**src/rtl/quat_pkg.sv**
```systemverilog
// Shared definitions for the quaternion-to-rotation-matrix converter:
// fixed-point defaults, FSM state encoding, product-bank indices and the
// 16-bit saturation helper.
package quat_pkg;

  localparam int FRAC_BITS_DEF = 14;
  localparam logic signed [35:0] ONE_DEF = 36'sd1 <<< (2 * FRAC_BITS_DEF);

  typedef enum logic [1:0] {
    ST_IDLE = 2'd0,
    ST_MUL  = 2'd1,
    ST_COMB = 2'd2
  } state_t;

  // Product bank slots, in the order the multiplier produces them.
  localparam int N_PROD = 9;
  localparam logic [3:0] P11 = 4'd0;
  localparam logic [3:0] P22 = 4'd1;
  localparam logic [3:0] P33 = 4'd2;
  localparam logic [3:0] P01 = 4'd3;
  localparam logic [3:0] P02 = 4'd4;
  localparam logic [3:0] P03 = 4'd5;
  localparam logic [3:0] P12 = 4'd6;
  localparam logic [3:0] P13 = 4'd7;
  localparam logic [3:0] P23 = 4'd8;
  localparam logic [3:0] P_LAST = P23;

  // Matrix element slots, row-major.
  localparam int E00 = 0;
  localparam int E01 = 1;
  localparam int E02 = 2;
  localparam int E10 = 3;
  localparam int E11 = 4;
  localparam int E12 = 5;
  localparam int E20 = 6;
  localparam int E21 = 7;
  localparam int E22 = 8;

  // Clamp a wide signed value into the int16 range.
  function automatic logic signed [15:0] sat16(input logic signed [35:0] v);
    if (v > 36'sd32767) begin
      return 16'sh7fff;
    end else if (v < -36'sd32768) begin
      return 16'sh8000;
    end else begin
      return v[15:0];
    end
  endfunction

endpackage

```
**src/rtl/quat_mul_s16.sv**
```systemverilog
// Single shared signed 16x16 multiplier. The product index selects which
// pair of latched quaternion components is multiplied this cycle.
module quat_mul_s16
  import quat_pkg::*;
(
  input  logic signed [15:0] q0,
  input  logic signed [15:0] q1,
  input  logic signed [15:0] q2,
  input  logic signed [15:0] q3,
  input  logic        [3:0]  idx,
  output logic signed [31:0] prod
);

  logic signed [15:0] a;
  logic signed [15:0] b;

  // Operand select by product index, then a full-width signed multiply.
  always_comb begin
    a = '0;
    b = '0;
    case (idx)
      P11:     begin a = q1; b = q1; end
      P22:     begin a = q2; b = q2; end
      P33:     begin a = q3; b = q3; end
      P01:     begin a = q0; b = q1; end
      P02:     begin a = q0; b = q2; end
      P03:     begin a = q0; b = q3; end
      P12:     begin a = q1; b = q2; end
      P13:     begin a = q1; b = q3; end
      P23:     begin a = q2; b = q3; end
      default: begin a = '0; b = '0; end
    endcase
    // Both operands are sign-extended to 32 bits; the true product always fits.
    prod = 32'(a) * 32'(b);
  end

endmodule

```
**src/rtl/quat_to_rotm.sv**
```systemverilog
// Converts a fixed-point quaternion frame into a 3x3 rotation matrix.
// Nine products are formed one per cycle on a shared multiplier, then all
// nine matrix elements are combined, shifted and saturated in one cycle.
// Handshake: in_valid is a one-cycle strobe accepted only in IDLE (no
// back-pressure; frames arriving while busy are counted in drop_cnt and
// discarded); out_valid is a one-cycle pulse marking new r** values.
module quat_to_rotm
  import quat_pkg::*;
#(
  parameter int FRAC_BITS = FRAC_BITS_DEF
) (
  input  logic               clk,
  input  logic               rst,
  input  logic signed [15:0] q0,
  input  logic signed [15:0] q1,
  input  logic signed [15:0] q2,
  input  logic signed [15:0] q3,
  input  logic               in_valid,
  output logic signed [15:0] r00,
  output logic signed [15:0] r01,
  output logic signed [15:0] r02,
  output logic signed [15:0] r10,
  output logic signed [15:0] r11,
  output logic signed [15:0] r12,
  output logic signed [15:0] r20,
  output logic signed [15:0] r21,
  output logic signed [15:0] r22,
  output logic               out_valid,
  output logic               busy,
  output logic        [7:0]  drop_cnt
);

  localparam logic signed [35:0] ONE = 36'sd1 <<< (2 * FRAC_BITS);

  state_t             state_q;
  state_t             state_d;
  logic        [3:0]  idx_q;
  logic signed [15:0] qa0, qa1, qa2, qa3;
  logic signed [31:0] prod;
  logic signed [31:0] prod_bank [N_PROD];
  logic signed [35:0] p [N_PROD];
  logic signed [35:0] s [9];
  logic signed [15:0] r_d [9];
  logic signed [15:0] r_q [9];

  quat_mul_s16 u_mul (
    .q0   (qa0),
    .q1   (qa1),
    .q2   (qa2),
    .q3   (qa3),
    .idx  (idx_q),
    .prod (prod)
  );

  // Next-state logic: accept in IDLE, nine multiply steps, one combine step.
  always_comb begin
    state_d = state_q;
    case (state_q)
      ST_IDLE: if (in_valid) state_d = ST_MUL;
      ST_MUL:  if (idx_q == P_LAST) state_d = ST_COMB;
      ST_COMB: state_d = ST_IDLE;
      default: state_d = ST_IDLE;
    endcase
  end

  // State register.
  always_ff @(posedge clk or posedge rst) begin
    if (rst) begin
      state_q <= ST_IDLE;
    end else begin
      state_q <= state_d;
    end
  end

  // Element combine: 36-bit sums, arithmetic shift down (floor), saturate.
  always_comb begin
    for (int i = 0; i < N_PROD; i++) begin
      p[i] = 36'(prod_bank[i]);
    end
    s[E00] = ONE - ((p[P22] + p[P33]) <<< 1);
    s[E11] = ONE - ((p[P11] + p[P33]) <<< 1);
    s[E22] = ONE - ((p[P11] + p[P22]) <<< 1);
    s[E01] = (p[P12] - p[P03]) <<< 1;
    s[E10] = (p[P12] + p[P03]) <<< 1;
    s[E02] = (p[P13] + p[P02]) <<< 1;
    s[E20] = (p[P13] - p[P02]) <<< 1;
    s[E12] = (p[P23] - p[P01]) <<< 1;
    s[E21] = (p[P23] + p[P01]) <<< 1;
    for (int i = 0; i < 9; i++) begin
      r_d[i] = sat16(s[i] >>> FRAC_BITS);
    end
  end

  // Datapath: latch the frame, fill the product bank, publish results, count drops.
  always_ff @(posedge clk or posedge rst) begin
    if (rst) begin
      idx_q     <= '0;
      qa0       <= '0;
      qa1       <= '0;
      qa2       <= '0;
      qa3       <= '0;
      out_valid <= 1'b0;
      drop_cnt  <= '0;
      for (int i = 0; i < N_PROD; i++) prod_bank[i] <= '0;
      for (int i = 0; i < 9; i++) r_q[i] <= '0;
    end else begin
      out_valid <= 1'b0;
      case (state_q)
        ST_IDLE: begin
          if (in_valid) begin
            qa0   <= q0;
            qa1   <= q1;
            qa2   <= q2;
            qa3   <= q3;
            idx_q <= '0;
          end
        end
        ST_MUL: begin
          prod_bank[idx_q] <= prod;
          idx_q            <= idx_q + 4'd1;
        end
        ST_COMB: begin
          for (int i = 0; i < 9; i++) r_q[i] <= r_d[i];
          out_valid <= 1'b1;
        end
        default: ;
      endcase
      if (in_valid && (state_q != ST_IDLE) && (drop_cnt != 8'hff)) begin
        drop_cnt <= drop_cnt + 8'd1;
      end
    end
  end

  assign busy = (state_q != ST_IDLE);
  assign r00  = r_q[E00];
  assign r01  = r_q[E01];
  assign r02  = r_q[E02];
  assign r10  = r_q[E10];
  assign r11  = r_q[E11];
  assign r12  = r_q[E12];
  assign r20  = r_q[E20];
  assign r21  = r_q[E21];
  assign r22  = r_q[E22];

endmodule

```
**config.mk**
```make
export PLATFORM = sky130hd
export DESIGN_NAME = quat_to_rotm
export DESIGN_NICKNAME = d
export VERILOG_FILES = /design/src/rtl/quat_pkg.sv /design/src/rtl/quat_mul_s16.sv /design/src/rtl/quat_to_rotm.sv
export SDC_FILE = /design/constraint.sdc
export NUM_CORES = 2
export LEC_CHECK = 0
export CAP_MARGIN = 10
export CELL_PAD_IN_SITES_DETAIL_PLACEMENT = 0
export CELL_PAD_IN_SITES_GLOBAL_PLACEMENT = 1
export CORE_ASPECT_RATIO = 0.5
export CORE_UTILIZATION = 50
export CTS_CLUSTER_DIAMETER = 150
export CTS_CLUSTER_SIZE = 12
export DETAILED_ROUTE_END_ITERATION = 16
export PLACE_DENSITY_LB_ADDON = 0.1
export SLEW_MARGIN = 20
export SYNTH_ARGS = -nofsm -noshare
export SYNTH_HDL_FRONTEND = slang
export SYNTH_HIERARCHICAL = 1
export SYNTH_SLANG_ARGS = --single-unit
```
**constraint.sdc**
```tcl
create_clock -name clk -period 39.9 [get_ports clk]
set_clock_uncertainty 0.05 [all_clocks]
set_input_delay 3.99 -clock clk [delete_from_list [all_inputs] [get_ports clk]]
set_output_delay 3.99 -clock clk [all_outputs]
set_load 0.1 [all_outputs]
```
==> flow_metrics.tcl <==
set metrics [dict create \
    fin_crit_sh_pct 22.72 \
    worstSkewPairLatency_ps 630 \
    synth.avg_cell_area_um2 9.297 \
    dr.pass1.iters 10 \
    yosysWarnings 6 \
    yosysTopAreaCell "dfrtp_1" \
    start_util_pct 50.64 \
    ys_top_cells_by_count "inv_1 (535), dfrtp_1 (511), nand2_1 (507), nor2_1 (398), ha_1 (369)" \
    ys_seq_area_share_pct 29.28 \
    postCtsHoldBufs 0 \
    drt-initial-drc-count 2442 \
    drcViolationCount 0 \
    r2r_start "idx_q[2]" \
    vias 34050 \
    finalSetupViolCount 0 \
    synth_most_common_cell "inv_1" \
    layout-drive-gt1-share_pct 10.35 \
    cp_max_fo 17 \
    postSynthCellCount 4698 \
    clk_path_buf_depth 3 \
    regArea_um2 12790 \
    port_buffers 220 \
    min_period_ps 9067 \
    tns_ps 0 \
    htreeDepth 2 \
    ant_nets 0 \
    grt.overflow.total 0 \
    hold_start "qa0[8]" \
    worst_setup_path_start_kind "register" \
    hold_path.class "reg2reg" \
    grt_max_degree 151 \
    hold_viol_final 0 \
    dp_slack_ps 30680 \
    synthArstFlopShare_pct 100.0 \
    die_x_um 420.0 \
    cp.arrival_ps 9560 \
    routed_wirelength_um 118500 \
    outcome "finished, final reports clean" \
    grt_setup_unrepaired "false" \
    wl_met3_um 4772 \
    antenna_found_initial 2 \
    r2r_setup_slack_ps 30830 \
    clkSinkCount 511 \
    synth_edf_count 0 \
    end_kind "register" \
    wl_met2_um 54250 \
    post_cts_buffers 0 \
    numCtsBuffers 48 \
    final_nets 5531 \
    core_area_um2 86250 \
    syn2layout_area_growth_pct 10.70 \
    dr.max_layer_used "met4" \
    grt_pass1_vias 34290 \
    grt_pass1_wl_um 189000 \
    synth_ff_type "dfrtp_1" \
    ys_top_cells_by_area "dfrtp_1 (29%), fa_1 (12%), ha_1 (11%)" \
    path_class "reg2reg" \
    tritoncts "yes" \
    fmax_ghz 0.1103 \
    rows 76 \
    crit_path_start "idx_q[2]" \
    yosysTopAreaCellShare_pct 29.28 \
    maxSlewViolCount 0 \
    yosysUniqueCellTypes 106 \
    critPathRequiredTime_ps 40390 \
    grt_use_total_pct 26.96 \
    synth_seq_cells 511 \
    n_fill_cell 7796 \
    final.setup.worst_slack_ps 30830 \
    met1_length_um 55710 \
    post_cts_resized 0 \
    multiInputGateArea_um2 28200 \
    die_area_um2 88610 \
    dieHeight_um 211.0 \
    slew_headroom_pct 29.15 \
    wl_per_cell_um 19.74 \
    maxCapViolations 0 \
    ios 221 \
    vias_per_cell 5.670 \
    synth_area_um2 43680 \
    path_clk_slew_ps 60 \
    dp_hpwl_um 92410 \
    cts_root_buf "clkbuf_16" \
    syn_nets 5399 \
    gp_congestion 0.9101 \
    worst_slew_pin_slew_ps 1059 \
]
[metrics by stage]
stage	utilization, %	hold slack (ps)	instances	instance area (um2)
4_1_cts	56.01	430.8	6002	48300
3_5_place_dp	54.52	413.3	5950	47020
6_report	56.06	434.0	6005	48350
3_3_place_gp	54.50	407.2	5950	47010
2_1_floorplan	-	394.6	4698	43680
5_1_grt	56.05	456.0	6002	48340
[per-layer routing]
layer,GRT usage [%],vias up
met5,0,-
met4,8.772,0
met3,3.160,193
met2,43.64,730
met1,37.72,16810
li1,-,16320
[layout make-up]
class	count	share of cell area, %
Antenna cell	3	0.01553
Clock buffer	49	2.536
Clock inverter	3	0.1113
Inverter	535	4.171
Multi-Input combinational cell	3463	58.32
Sequential cell	511	26.45
Tap cell	1170	3.028
Timing Repair Buffer	271	5.372
[worst paths after layout]
check,endpoint,cells past startpoint
worst max-delay path,p[29],24
worst min-delay path,qa0[8],2
worst max register to register,p[29],24
worst min register to register,qa0[8],2
max in group asynchronous,r02[14],4
min in group asynchronous,qa0[2],2
[state kept, by name (all words and copies together), names as in the netlist]
name / cells
r20: 16
r01: 16
r11: 16
drop_cnt: 8
r12: 16
r00: 16
qa1: 16
r02: 16
r10: 16
idx_q: 4
r22: 16
qa3: 16
qa2: 16
qa0: 16
out_valid: 1
p: 288
r21: 16
state_q: 2
[cells in the final DEF, fill, tap and decap left out, types with 15 or more instances in the layout]
cell             count
fa_1               265
xnor2_1            153
o21a_1              28
nor2_1             397
and2_1              39
o21bai_1            36
o22ai_1             23
o211ai_1            39
a222oi_1            24
nand3_1             88
o31ai_1             25
buf_4               50
nand2_1            504
o221a_2             16
a211o_1             16
inv_1              533
o21ai_0            102
or2_2               16
or3_1               35
and3_1              23
mux2_2             295
dfrtp_1            511
nand3b_1            18
o22a_1              15
a221o_1             17
ha_1               369
clkbuf_16           49
a21o_1              70
nor4_1              23
nor2b_1             37
nand2b_1            55
nand4_1             31
nor3_1              73
a31oi_1             22
xor2_1              48
a21oi_1            256
a211oi_1            36
clkdlybuf4s50_1    220
[kinds of logic (layout without fill, tap and decap cells)]
family / after synthesis / in the layout / synth area share (%)
simple gates: 1412 / 1412 / 14.99
xor+xnor: 209 / 209 / 4.191
fa+ha+maj: 634 / 634 / 22.72
other cells: 0 / 3 / 0
compound gates: 899 / 899 / 14.49
flops: 511 / 511 / 29.28
mux: 309 / 309 / 7.926
buf+inv: 724 / 858 / 6.405
[critical path, stage by stage, from the launching register on]
cell	delay, ps
dfrtp_1	730
mux2_2	410
nor2_2	570
a222oi_1	180
nand2_1	440
nand2b_1	160
fa_1	800
inv_1	100
fa_1	640
inv_1	220
fa_1	570
inv_1	50
fa_1	460
fa_1	540
inv_1	50
fa_1	530
inv_1	50
ha_1	370
nand3_1	90
or4_1	400
a21o_1	210
a21boi_1	190
o21ai_0	100
a21oi_1	750
mux2_2	310
Power is left out: the tool's default activity adds up to more than one toggle a clock period on the data nets, which glitch-free logic cannot reach.
